--- config.mk ---
export PLATFORM = sky130hd
export DESIGN_NAME = div_unit
export DESIGN_NICKNAME = d
export VERILOG_FILES = /design/src/rtl/div_unit.sv
export SDC_FILE = /design/constraint.sdc
export NUM_CORES = 1
export LEC_CHECK = 0
export CAP_MARGIN = 20
export CORE_MARGIN = 8
export CORE_UTILIZATION = 50
export CTS_CLUSTER_DIAMETER = 60
export DETAILED_ROUTE_END_ITERATION = 8
export PLACE_DENSITY = 0.71
export SLEW_MARGIN = 20
export SYNTH_ARGS = -nofsm -noshare
export SYNTH_HDL_FRONTEND = slang
export SYNTH_SLANG_ARGS = --single-unit
--- constraint.sdc ---
create_clock -name clk -period 4 [get_ports clk]
set_input_delay 0.6 -clock clk [delete_from_list [all_inputs] [get_ports clk]]
set_output_delay 0.6 -clock clk [all_outputs]
set_load 0.005 [all_outputs]
--- src/rtl/div_unit.sv ---
// Iterative restoring divider: one quotient bit per clock, start/done handshake.
// Signed mode present only with DIV_SIGNED_EN; otherwise all operations are unsigned.
//
// Ports:
//   clk, rst_n             clock, asynchronous active-low reset
//   start, signed_op       request and mode, sampled when not busy
//   dividend, divisor      operands, sampled with start
//   busy, done             in-progress flag, one-cycle completion pulse
//   quotient, remainder    registered results, held until next result
//   div_by_zero            registered divide-by-zero flag
module div_unit #(
    parameter int WIDTH = 32
) (
    input  logic             clk,
    input  logic             rst_n,
    input  logic             start,
    input  logic             signed_op,
    input  logic [WIDTH-1:0] dividend,
    input  logic [WIDTH-1:0] divisor,
    output logic             busy,
    output logic             done,
    output logic [WIDTH-1:0] quotient,
    output logic [WIDTH-1:0] remainder,
    output logic             div_by_zero
);

    localparam int CW = $clog2(WIDTH) + 1;

    typedef enum logic [1:0] {IDLE, RUN, FIX, DONE} state_t;

    state_t           state_q, state_d;
    logic [CW-1:0]    cnt_q, cnt_d;
    logic [WIDTH-1:0] rem_q, rem_d;
    logic [WIDTH-1:0] dvd_q, dvd_d;   // dividend magnitude, shifts into quotient
    logic [WIDTH-1:0] dvs_q, dvs_d;
    logic [WIDTH-1:0] raw_q, raw_d;   // untouched dividend for divide-by-zero
    logic             qneg_q, qneg_d;
    logic             rneg_q, rneg_d;
    logic             dz_q, dz_d;
    logic [WIDTH-1:0] quot_q, quot_d;
    logic [WIDTH-1:0] remo_q, remo_d;
    logic             dzo_q, dzo_d;

    logic [WIDTH:0]   rem_sh;
    logic [WIDTH:0]   diff;
    logic [WIDTH-1:0] mag_a, mag_b;
    logic [WIDTH-1:0] q_fix, r_fix;
    logic             sa, sb;

`ifdef DIV_SIGNED_EN
    assign sa    = signed_op & dividend[WIDTH-1];
    assign sb    = signed_op & divisor[WIDTH-1];
    assign mag_a = sa ? -dividend : dividend;
    assign mag_b = sb ? -divisor : divisor;
    assign q_fix = qneg_q ? -dvd_q : dvd_q;
    assign r_fix = rneg_q ? -rem_q : rem_q;
`else
    logic unused_sign;
    assign unused_sign = signed_op ^ qneg_q ^ rneg_q;
    assign sa    = 1'b0;
    assign sb    = 1'b0;
    assign mag_a = dividend;
    assign mag_b = divisor;
    assign q_fix = dvd_q;
    assign r_fix = rem_q;
`endif

    // Borrow out of the WIDTH+1 bit subtract means rem < |divisor|.
    assign rem_sh = {rem_q, dvd_q[WIDTH-1]};
    assign diff   = rem_sh - {1'b0, dvs_q};

    always_ff @(posedge clk or negedge rst_n) begin
        if (!rst_n) begin
            state_q <= IDLE;
        end else begin
            state_q <= state_d;
        end
    end

    always_ff @(posedge clk or negedge rst_n) begin
        if (!rst_n) begin
            cnt_q  <= '0;
            rem_q  <= '0;
            dvd_q  <= '0;
            dvs_q  <= '0;
            raw_q  <= '0;
            qneg_q <= 1'b0;
            rneg_q <= 1'b0;
            dz_q   <= 1'b0;
            quot_q <= '0;
            remo_q <= '0;
            dzo_q  <= 1'b0;
        end else begin
            cnt_q  <= cnt_d;
            rem_q  <= rem_d;
            dvd_q  <= dvd_d;
            dvs_q  <= dvs_d;
            raw_q  <= raw_d;
            qneg_q <= qneg_d;
            rneg_q <= rneg_d;
            dz_q   <= dz_d;
            quot_q <= quot_d;
            remo_q <= remo_d;
            dzo_q  <= dzo_d;
        end
    end

    always_comb begin
        state_d = state_q;
        cnt_d   = cnt_q;
        rem_d   = rem_q;
        dvd_d   = dvd_q;
        dvs_d   = dvs_q;
        raw_d   = raw_q;
        qneg_d  = qneg_q;
        rneg_d  = rneg_q;
        dz_d    = dz_q;
        quot_d  = quot_q;
        remo_d  = remo_q;
        dzo_d   = dzo_q;
        busy    = 1'b0;
        done    = 1'b0;
        unique case (state_q)
            IDLE, DONE: begin
                done = (state_q == DONE);
                if (start) begin
                    raw_d   = dividend;
                    dvd_d   = mag_a;
                    dvs_d   = mag_b;
                    qneg_d  = sa ^ sb;
                    rneg_d  = sa;
                    rem_d   = '0;
                    cnt_d   = CW'(WIDTH - 1);
                    dz_d    = (divisor == '0);
                    state_d = (divisor == '0) ? FIX : RUN;
                end else begin
                    state_d = IDLE;
                end
            end
            RUN: begin
                busy = 1'b1;
                if (!diff[WIDTH]) begin
                    rem_d = diff[WIDTH-1:0];
                    dvd_d = {dvd_q[WIDTH-2:0], 1'b1};
                end else begin
                    rem_d = rem_sh[WIDTH-1:0];
                    dvd_d = {dvd_q[WIDTH-2:0], 1'b0};
                end
                cnt_d = cnt_q - 1'b1;
                if (cnt_q == '0) begin
                    state_d = FIX;
                end
            end
            FIX: begin
                busy    = 1'b1;
                quot_d  = dz_q ? '1 : q_fix;
                remo_d  = dz_q ? raw_q : r_fix;
                dzo_d   = dz_q;
                state_d = DONE;
            end
            default: begin
                state_d = IDLE;
            end
        endcase
    end

    assign quotient    = quot_q;
    assign remainder   = remo_q;
    assign div_by_zero = dzo_q;

endmodule

# After elaboration in Yosys (flattened, before gate mapping)
# Index checks and enable logic that the tools add are counted.
[word_totals]
reg_bits = 202
latchBits = 0
ram_bits = 0
romBits = 0
in_bits = 68
wordCells = 41
memories = 0
[classes]
addsub = 2
multipliers = 0
n_div = 0
order_cmp = 0
n_eq_ne = 5
shift = 0
mux = 16
bitwise = 0
reduce_logical = 8
[op_table]
columns = ["cell", "n"]
rows = [
  ["32-bit 2-to-1 mux", 5],
  ["32-bit one-hot mux with 2 select lines", 2],
  ["33-bit by 32-bit subtractor with 33-bit output", 1],
  ["32-bit zero test", 1],
  ["6-bit one-hot mux with 2 select lines", 1],
  ["6-bit zero test", 1],
  ["2-bit 2-to-1 mux", 3],
  ["6-bit 2-to-1 mux", 1],
  ["2-bit one-hot mux with 3 select lines", 1],
  ["6-bit by 1-bit subtractor with 6-bit output, second input constant", 1],
  ["2-bit == test, second input constant", 2],
  ["2-bit != test, second input constant", 2],
  ["2-bit AND reduction", 2],
  ["2-bit OR reduction", 2],
  ["1-bit 2-to-1 mux", 3],
  ["2-bit by 1-bit == test with 1-bit output, second input constant", 1],
  ["2-bit zero test", 1],
  ["2-bit nonzero test", 1],
]

# Logic depth before layout (Yosys ltp)
# Gate-level depths: netlist (run 1).
[logic_depth]
word_depth = 4
ltp_mapped = 14
depth_no_buf = 13

# Worst setup path before layout (run 1)
# OpenSTA, ideal clock, no wires.
[synth_timing]
path_type = "register to register"
from = "register dvd_q[31]"
to = "register rem_q[30] (netlist: r_fix[30])"
setup_time_ns = 0.116
arrival_time_ns = 2.844
t_required_ns = 3.884
setup_slack_ns = 1.041
stages_incl_launch_ff = 14
path_buffers = 0
synth_period_minus_slack_ns = 2.959
cell_sequence = "dfrtp_1 > inv_1 > ha_1 > inv_1 > fa_1 > a211oi_2 > o21ai_2 > o211a_1 > nor2_1 > o21ai_4 > a311oi_1 > o221ai_1 > xnor2_1 > o311ai_0"
[synth_between]
elab_chain_len = 3
[synth_rtl]
columns = ["element", "line", "rtl"]
rows = [
  ["start, declared", "34", "logic [WIDTH-1:0] dvd_q, dvd_d;"],
  ["start signal, assigned", "96", "dvd_q <= dvd_d;"],
  ["33-bit by 32-bit subtractor with 33-bit output", "70", "assign diff = rem_sh - {1'b0, dvs_q};"],
  ["32-bit 2-to-1 mux", "142", "if (!diff[WIDTH]) begin"],
  ["32-bit one-hot mux with 2 select lines", "123", "unique case (state_q)"],
  ["end signal, assigned", "95", "rem_q <= rem_d;"],
  ["end, declared", "33", "logic [WIDTH-1:0] rem_q, rem_d;"],
]
# Every way passes these cells.
# A chain may end at the register's enable or synchronous reset.

# Worst setup path in the final report (run 1)
[layout_timing]
from = "register dvd_q[31]"
to = "register rem_q[0] (netlist: r_fix[0])"
[layout_between]
elab_chain_len = 3
[layout_rtl]
columns = ["element", "line"]
rows = [
  ["33-bit by 32-bit subtractor with 33-bit output", "70"],
  ["32-bit 2-to-1 mux (*)", "142"],
  ["32-bit one-hot mux with 2 select lines (*)", "123"],
]
# Mark *: on every way between the ends. The rest lies on a longest branch, timed or not.

==> metrics.md, run 1 <==
| Metric | Value |
|---|---|
| Outcome | `completed` |
| WL/cell | `18.45 µm` |
| Vias in the first global route | `8209` |
| Critical Path Sink Type | `register` |
| Tightest Hold Check Type | `input port to asynchronous set/reset pin` |
| Total GRT Usage | `0.2040` |
| Clk Tree Root Cell | `clkbuf_16` |
| Worst-Margin Slew | `0.7342 ns` |
| YS warnings | `0` |
| Fill cell count | `1711` |
| CTS tree | `yes` |
| Largest net degree at the start of global routing | `101` |
| Simple-Gate Fraction of Synth Area | `0.09462` |
| Asr flop ratio synth | `1.000` |
| Port Buffers | `133` |
| Die area | `0.02560 mm²` |
| Post-synth EDFFs | `0` |
| Routed WL | `26210 µm` |
| Pre-Repair DR Iteration Count | `5` |
| Mapped Avg Cell Area | `10.08 µm²` |
| Slew margin rel. | `0.5106` |
| Setup slack, reg-to-reg | `0.43 ns` |
| CP arrival | `3.97 ns` |
| FF+latch count, synth | `202` |
| Pwr Density | `775.5 mW/mm²` |
| CTS clk-pin slew, worst paths | `0.06 ns` |
| RSZ-0062 raised after global routing | `false` |
| Initial DRC Count | `427` |
| # nets final | `1241` |
| Kind of critical path | `register to register` |
| Antenna diodes | `0` |
| Main combinational cell family by area after synthesis | `compound AO/OA/AOI/OAI gates` |
| GRT overflow | `0` |
| Post-synthesis cell area | `0.01037 mm²` |
| Die X | `160.0 µm` |
| Tcrit/Tclk final | `0.8926` |
| Worst skew pair latency | `0.51 ns` |
| Detailed placement HPWL | `18310 µm` |
| CP Max Fanout | `30` |
| CP startpoint | `dvd_q[31]` |
| # hold bufs at CTS | `0` |
| Clock Sinks | `202` |
| Via count | `8044` |
| Worst Setup Start Kind | `register` |
| Finished Core Util | `0.6236` |
| Layout area overhead | `22.10%` |
| Post-Synthesis Cells | `1029` |
| Setup bufs post-CTS | `0` |
| Crit Reg-Reg Endpoint | `r_fix[0]` |
| Routed Antenna Nets | `0` |
| Worst Setup EP | `r_fix[0]` |
| Compound-Gate Fraction of Synth Area | `0.1715` |
| Global-route wire length before repair | `43290 µm` |
| CP Data Required Time | `4.40 ns` |
| Placer Congestion | `0.8378` |
| IO Pins | `135` |
| PostCTS Resize Cnt | `0` |
| Crit path time final | `3.570 ns` |
| P_leak | `5.309 nW` |
| CORE AREA | `0.02030 mm²` |
| Worst-case clock buffer depth | `3` |
| Synth Flop Type | `dfrtp_1` |
| Drt drc | `0` |
| Die H | `160.0 µm` |
| Core Rows | `52` |
| Fmax | `280.1 MHz` |
| Initial antenna violation count | `0` |
| Syn_nets | `1135` |
| Worst Setup Slack, final | `0.4297 ns` |
| # setup viols final | `0` |
| Hold_ws | `0.1201 ns` |
| Mux contribution to synthesized area | `0.1285` |
| Count of cell types in the netlist | `62` |
| TNS Setup | `0 ns` |
| MaxCap Viol Count | `0` |
| Final hold violations | `0` |
| R2r worst-path depth | `14` |
| Clock Skew | `0.01681 ns` |
| Max-slew violations | `0` |
| H-tree depth | `1` |
| Total CTS buffers | `22` |
| Post-Synth Adder-Cell Area | `0.04658` |
| Reg2reg start | `dvd_q[31]` |
| Initial Utilization | `0.5107` |
| Setup WS pre-CTS | `0.4729 ns` |
| Seq/Total Area, Yosys | `0.4876` |
| XOR/XNOR Fraction of Synth Area | `0.02933` |
| Share of layout cells above drive strength 1 | `0.1130` |
| Routed vias/inst | `5.665` |
| IR drop worst, VDD | `0.4785 mV` |
-- power by group --
part,internal [mW],total [mW],switching (mW)
logic,2.02,4.30,2.29
clock network,1.25,2.07,0.821
registers,2.88,3.44,0.560
total,6.15,9.82,3.67
-- state kept, by name (all words and copies together) (netlist names) --
| register | count |
|---|---|
| dvd_q | 32 |
| dvs_q | 32 |
| quotient | 32 |
| r_fix | 32 |
| raw_q | 32 |
| remainder | 32 |
| cnt_q | 6 |
| state_q | 2 |
| div_by_zero | 1 |
| dz_q | 1 |
-- metal layers --
layer | vias up | track usage | share of wire
li1 | 3906 | - | -
met1 | 3913 | 0.2667 | 0.45
met2 | 189 | 0.3409 | 0.49
met3 | 36 | 0.04550 | 0.053
met4 | 0 | 0.04376 | 0.015
met5 | - | 0 | 0
-- cells by family after synthesis --
group | Yosys count
xor gates and xnor gates | 33
muxes | 125
buffers and inverters | 107
DFF | 202
and+or+nand+nor | 230
AOI/OAI and AO/OA | 294
adders and majority gates | 38
-- worst max-delay path, cell delays in order (launching register included) --
cell and delay (ns):
dfrtp_1 0.39, inv_1 0.09, ha_1 0.18, inv_1 0.06, fa_1 0.44, a211oi_2 0.27, o21ai_2 0.12, o211a_1 0.25
o211ai_2 0.20, nand2_2 0.15, a31oi_4 0.30, xnor2_4 0.14, buf_4 0.44, nand2_1 0.12, a32o_1 0.28
-- Yosys cell counts (8+ instances only) --
master | instances | area, µm²
a21o_1 | 11 | 82.58
a21oi_1 | 124 | 620.6
a31oi_1 | 9 | 56.30
clkbuf_1 | 53 | 198.9
dfrtp_1 | 202 | 5055
ha_1 | 37 | 462.9
inv_1 | 43 | 161.4
mux2_2 | 65 | 732.0
mux2i_1 | 60 | 600.6
nand2_1 | 59 | 221.5
nand3_1 | 10 | 50.05
nor2_1 | 123 | 461.7
nor4_1 | 8 | 50.05
o21ai_0 | 22 | 110.1
o21ai_1 | 25 | 125.1
o22ai_1 | 57 | 356.6
xnor2_1 | 20 | 175.2
xor2_1 | 11 | 96.34
-- cell type report --
cell class              instances  area [µm²]  area share
flip-flops and latches        202        5056      0.3994
repair buffers                146        1458      0.1152
clock buffers                  30       600.6     0.04744
well taps                     270       337.8     0.02669
multi-input cells             720        4913      0.3882
inverters                      43       161.4     0.01275
clock inverters                 9       131.4     0.01038
-- per-stage QoR --
| stage | power, mW | instances | cell area, µm² |
|---|---|---|---|
| 4_1_cts | 9.893 | 1420 | 12660 |
| 2_1_floorplan | 6.186 | 1029 | 10370 |
| 5_1_grt | 10.57 | 1420 | 12660 |
| 6_report | 9.816 | 1420 | 12660 |
| 3_5_place_dp | 7.774 | 1381 | 11930 |
| 3_3_place_gp | 7.664 | 1381 | 11930 |
-- cells in the final DEF, fill, tap and decap left out, types with 6 or more instances in the layout --
master,count
nand2_1,58
buf_4,11
clkdlybuf4s50_1,132
xnor2_1,20
o21ai_1,24
dfrtp_1,201
nor4_1,8
xor2_1,11
a21oi_1,124
clkbuf_16,22
o22ai_1,57
o21ai_0,22
a31oi_1,9
inv_1,43
nand4_1,7
nand3_1,10
ha_1,36
clkbuf_1,6
mux2_2,65
mux2i_1,60
nor2_1,123
a32oi_1,6
a21o_1,11
-- worst min-delay path by stage --
stage	from	endpoint	slack [ns]
5_1_grt	rst_n	dvs_q[26]	0.18
4_1_cts	rst_n	dvs_q[27]	0.16
3_3_place_gp	cnt_q[0]	cnt_q[0]	0.48
2_1_floorplan	rst_n	cnt_q[0]	0.30
3_5_place_dp	cnt_q[0]	cnt_q[0]	0.48
6_report	rst_n	dvs_q[27]	0.12
(Power assumes the default switching activity.)
==> inputs of run 2 (changes only) <==
--- a/config.mk
+++ b/config.mk
@@ -10,6 +10,7 @@
 export CORE_UTILIZATION = 50
 export CTS_CLUSTER_DIAMETER = 60
 export DETAILED_ROUTE_END_ITERATION = 8
+export MAX_ROUTING_LAYER = met4
 export PLACE_DENSITY = 0.71
 export SLEW_MARGIN = 20
 export SYNTH_ARGS = -nofsm -noshare
==> run 2 against run 1 <==
- sequential power about the same
- final area about the same
- die area did not move
- largest power group unchanged
==> metrics.md, run 2 (same netlist as run 1, synthesis figures left out) <==
| Metric | Value |
|---|---|
| Layout area overhead | `22.03%` |
| Vias in the first global route | `8356` |
| IO Pins | `135` |
| Fmax | `282.5 MHz` |
| Pwr Density | `772.4 mW/mm²` |
| Setup bufs post-CTS | `0` |
| Setup slack, reg-to-reg | `0.46 ns` |
| Critical-path cell list | `inv_1, ha_1, inv_1, fa_1, a211oi_2, o21ai_2, o211a_1, o211ai_2, nand2_2, a31oi_4, xnor2_4, buf_4, nand2_1, a32o_1` |
| CP Max Fanout | `30` |
| H-tree depth | `1` |
| RSZ-0062 raised after global routing | `false` |
| Commonest non-fill, non-tap cells in the layout | `dfrtp_1 (201), clkdlybuf4s50_1 (132), a21oi_1 (124)` |
| # nets final | `1244` |
| Routed vias/inst | `5.658` |
| CP Data Required Time | `4.40 ns` |
| Net Sw Power | `3.696 mW` |
| Placed instance count | `1383` |
| Worst Setup Start Kind | `register` |
| Crit path time final | `3.540 ns` |
| Antenna diodes | `0` |
| Pre-Repair DR Iteration Count | `5` |
| Critical path's slowest cell | `buf_4` |
| Worst skew pair latency | `0.51 ns` |
| Kind of critical path | `register to register` |
| P_leak | `5.311 nW` |
| Clock Sinks | `202` |
| Fill cell count | `1759` |
| Worst-case clock buffer depth | `3` |
| Clock share of power | `0.208` |
| Clk Tree Root Cell | `clkbuf_16` |
| CTS tree | `yes` |
| Tightest Hold Check Type | `input port to asynchronous set/reset pin` |
| Slew margin rel. | `0.4108` |
| Via count | `8062` |
| Critical Path Sink Type | `register` |
| Final hold violations | `0` |
| Final Power | `9.771 mW` |
| Die H | `160.0 µm` |
| Total CTS buffers | `23` |
| Routed WL | `26040 µm` |
| Sequential Power Share | `0.352` |
| Detailed placement HPWL | `18340 µm` |
| Initial antenna violation count | `0` |
| Largest net degree at the start of global routing | `101` |
| # hold bufs at CTS | `0` |
| Core Rows | `52` |
| Commonest non-fill, non-tap cell in the layout | `dfrtp_1` |
| Initial DRC Count | `416` |
| CORE AREA | `0.02030 mm²` |
| Hold_ws | `0.1539 ns` |
| Final Cell Area | `0.01265 mm²` |
| Combinational power share | `0.440` |
| Routed Antenna Nets | `0` |
| Switching portion of total power | `0.3783` |
| Placer Congestion | `0.8671` |
| Port Buffers | `133` |
| Placed Area | `0.01192 mm²` |
| Die area | `0.02560 mm²` |
| MaxCap Viol Count | `0` |
| Worst-Margin Slew | `0.8838 ns` |
| Worst Setup Slack, final | `0.4600 ns` |
| Max incr delay on CP | `0.44 ns` |
| Initial Utilization | `0.5107` |
| Total GRT Usage | `0.2082` |
| Global-route wire length before repair | `43180 µm` |
| CTS clk-pin slew, worst paths | `0.06 ns` |
| Most used cell, CP | `inv_1` |
| Final non-filler cell total | `1425` |
| # setup viols final | `0` |
| WL/cell | `18.27 µm` |
| CP arrival | `3.94 ns` |
| Share of layout cells above drive strength 1 | `0.1195` |
| Clock Skew | `0.01850 ns` |
| GRT overflow | `0` |
| TNS Setup | `0 ns` |
| Setup WS pre-CTS | `0.4860 ns` |
| Drt drc | `0` |
| IR drop worst, VDD | `0.4090 mV` |
| Max-slew violations | `0` |
| Tcrit/Tclk final | `0.8850` |
| Finished Core Util | `0.6232` |
| Internal | `6.075 mW` |
| Die X | `160.0 µm` |
| PostCTS Resize Cnt | `0` |
| Outcome | `completed` |
==> run 2: critical path: cells and delay by family, from the launching register on <==
family | cells | cell delay (ns)
flip-flops | 1 | 0.39
AO/OA/AOI/OAI | 6 | 1.41
adder cells (fa/ha/maj) | 2 | 0.61
XOR/XNOR | 1 | 0.14
AND/OR/NAND/NOR | 2 | 0.25
buffers and inverters | 3 | 0.60
==> run 2: path summary, 6_finish.rpt <==
kind | endpoint | cells after the start | start
worst min register to register | dvs_q[7] | 1 | dvs_q[7]
worst max register to register | r_fix[0] | 14 | dvd_q[31]
min in group clk | dvs_q[7] | 1 | dvs_q[7]
worst min-delay path | dvs_q[29] | 1 | rst_n
max in group asynchronous | quotient[11] | 2 | rst_n
worst max-delay path | r_fix[0] | 14 | dvd_q[31]
==> run 2: layout make-up <==
class	instances	area, µm²	area share
clock buffer	29	628.1	0.04965
clock inverter	13	106.4	0.008407
inverter	43	161.4	0.01276
multi-input combinational	720	4913	0.3884
sequential	202	5056	0.3997
tap	270	337.8	0.02670
timing repair buffer	148	1448	0.1144
==> run 2: layer usage <==
| metal | part of all wire | vias up | wire length [µm] | GRT usage |
|---|---|---|---|---|
| met5 | 0 | - | 0 | - |
| met4 | 0.027 | 0 | 707 | 0.05650 |
| met3 | 0.041 | 51 | 1076 | 0.03419 |
| met2 | 0.48 | 192 | 12380 | 0.3326 |
| met1 | 0.46 | 3916 | 11870 | 0.2714 |
| li1 | - | 3903 | - | - |
==> run 2: power groups by stage <==
| stage | logic (mW) | registers (mW) | clock network [mW] |
|---|---|---|---|
| 3_3_place_gp | 4.22 | 3.44 | 0 |
| 2_1_floorplan | 2.86 | 3.33 | 0 |
| 4_1_cts | 4.33 | 3.44 | 2.07 |
| 6_report | 4.30 | 3.44 | 2.03 |
| 5_1_grt | 4.81 | 3.55 | 2.15 |
| 3_5_place_dp | 4.30 | 3.46 | 0 |
==> inputs of run 3 (changes only) <==
==> constraint.sdc (replaced) <==
create_clock -name clk -period 4 [get_ports clk]
set_input_delay 0.4 -clock clk [delete_from_list [all_inputs] [get_ports clk]]
set_output_delay 0.4 -clock clk [all_outputs]
set_load 0.005 [all_outputs]
==> run 3 against run 2 <==
- the run now ends with negative hold slack left
- sequential share of layout area shrank 0.16 points
- final area grew 0.40%
- sequential cell count is the same
- clock skew shrank 0.0035 ns
- non-clock buffer count shrank 1
- maximum frequency grew 0.95%
- final cell count shrank 0.21%
- largest cell class unchanged
==> metrics.md, run 3 (same netlist as run 1, synthesis figures left out) <==
| Metric | Value |
|---|---|
| # nets final | `1242` |
| Clk Tree Root Cell | `clkbuf_16` |
| Commonest non-fill, non-tap cells in the layout | `dfrtp_1 (201), clkdlybuf4s50_1 (132), a21oi_1 (124)` |
| Clock Sinks | `202` |
| IO Pins | `135` |
| CP Data Required Time | `4.38 ns` |
| Fill cell count | `1750` |
| Core Rows | `52` |
| Routed vias/inst | `5.677` |
| CTS tree | `yes` |
| Layout area overhead | `22.51%` |
| Fmax | `285.2 MHz` |
| Vias in the first global route | `8269` |
| Critical path's slowest cell | `buf_4` |
| WL/cell | `18.66 µm` |
| H-tree depth | `1` |
| Slew margin rel. | `0.3727` |
| Antenna diodes | `0` |
| Tcrit/Tclk final | `0.8767` |
| Register Area | `0.005056 mm²` |
| Buffers and inverters on the worst path | `3` |
| Total GRT Usage | `0.2103` |
| Routed Antenna Nets | `0` |
| Placed Area | `0.01192 mm²` |
| GRT overflow | `0` |
| Max-slew violations | `0` |
| TNS Setup | `0 ns` |
| MaxCap Viol Count | `0` |
| Detailed placement HPWL | `18500 µm` |
| CP Max Fanout | `30` |
| Worst-case clock buffer depth | `3` |
| Die area | `0.02560 mm²` |
| Placer Congestion | `0.8583` |
| Pwr Density | `781.4 mW/mm²` |
| Die H | `160.0 µm` |
| Critical Path Sink Type | `register` |
| PostCTS Resize Cnt | `0` |
| Die X | `160.0 µm` |
| Initial Utilization | `0.5107` |
| Largest net degree at the start of global routing | `112` |
| Initial DRC Count | `462` |
| IR drop worst, VDD | `0.4488 mV` |
| CTS clk-pin slew, worst paths | `0.06 ns` |
| Outcome | `finished, violations left` |
| Tightest Hold Check Type | `input port to asynchronous set/reset pin` |
| Clock Skew | `0.01503 ns` |
| Kind of critical path | `register to register` |
| P_leak | `5.325 nW` |
| Setup WS pre-CTS | `0.5001 ns` |
| Multi-input combinational cell area | `0.004913 mm²` |
| Most used cell, CP | `inv_1` |
| Critical-path cell list | `inv_1, ha_1, inv_1, fa_1, a211oi_2, o21ai_2, o211a_1, o211ai_2, nand2_2, a31oi_4, xnor2_4, buf_4, nand2_1, a32o_1` |
| Routed WL | `26530 µm` |
| Worst Setup Slack, final | `0.4932 ns` |
| Port Buffers | `133` |
| Initial antenna violation count | `0` |
| Via count | `8073` |
| Failing checks | `negative hold slack` |
| Worst skew pair latency | `0.51 ns` |
| Worst-Margin Slew | `0.9410 ns` |
| Share of layout cells above drive strength 1 | `0.1163` |
| Hold_ws | `-0.03025 ns` |
| Max incr delay on CP | `0.44 ns` |
| Global-route wire length before repair | `43390 µm` |
| Commonest non-fill, non-tap cell in the layout | `dfrtp_1` |
| Worst Setup Start Kind | `register` |
| Final hold violations | `10` |
| # setup viols final | `0` |
| Setup bufs post-CTS | `0` |
| CP arrival | `3.89 ns` |
| RSZ-0062 raised after global routing | `false` |
| Pre-Repair DR Iteration Count | `4` |
| Total CTS buffers | `22` |
| Final Cell Area | `0.01270 mm²` |
| Drt drc | `0` |
| CORE AREA | `0.02030 mm²` |
| # hold bufs at CTS | `0` |
| CP delay by family, top | `compound AO/OA/AOI/OAI gates` |
| Crit path time final | `3.507 ns` |
-- run 3: cell count changes in the layout (fill, tap and decap cells not counted) --
cell | before | now
clkbuf_8 | 4 | 6
buf_12 | 0 | 1
buf_4 | 15 | 13
clkbuf_1 | 3 | 4
bufinv_16 | 1 | 3
inv_6 | 2 | 0
clkinv_2 | 7 | 3
clkinv_4 | 1 | 0
-- run 3: stage by stage --
stage,hold slack [ns],instances,total power [mW],util
floorplan,0.1044,1029,6.186,-
global placement,0.4803,1382,7.672,0.5873
detailed placement,0.4831,1382,7.770,0.5873
CTS,0.04719,1422,9.981,0.6257
global route,0.06582,1422,10.61,0.6257
finish,-0.03025,1422,9.925,0.6257
-- run 3: area by class of cell --
class	count	area share
flip-flops and latches	202	0.3981
inverters	43	0.01271
well taps	270	0.02660
clock inverters	8	0.009457
clock buffers	32	0.05192
repair buffers	147	0.1144
multi-input cells	720	0.3869
-- run 3: worst paths after layout --
path                                start   endpoint  slack [ns]  depth (start not counted)
worst min-delay path                rst_n  r_fix[24]       -0.03                          1
max in group asynchronous           rst_n   r_fix[7]        3.02                          2
min in group clk                 cnt_q[0]   cnt_q[0]        0.50                          1
worst min register to register   cnt_q[0]   cnt_q[0]        0.50                          1
worst max-delay path            dvd_q[31]   r_fix[0]        0.49                         14
worst max register to register  dvd_q[31]   r_fix[0]        0.49                         14
-- run 3: power by group --
part | leakage (nW) | switching, mW | total (mW) | internal, mW
combinational | 2.58 | 2.31 | 4.32 | 2.01
sequential | 2.37 | 0.561 | 3.45 | 2.88
clock | 0.379 | 0.821 | 2.16 | 1.34
-- run 3: worst register-to-register path, delay by kind of cell, from the launching register on --
family                     cells  cell delay (ns)
AOI/OAI and AO/OA              6             1.40
xor gates and xnor gates       1             0.14
adders and majority gates      2             0.61
buffers and inverters          3             0.60
DFF                            1             0.39
and+or+nand+nor                2             0.27
-- run 3: routing by layer --
metal / GRT usage / wire (µm) / up-vias
met3: 0.03239 / 1120 / 34
met1: 0.2675 / 11890 / 3950
met4: 0.05098 / 509 / 0
met5: - / 0 / -
li1: - / - / 3896
met2: 0.3480 / 13010 / 193
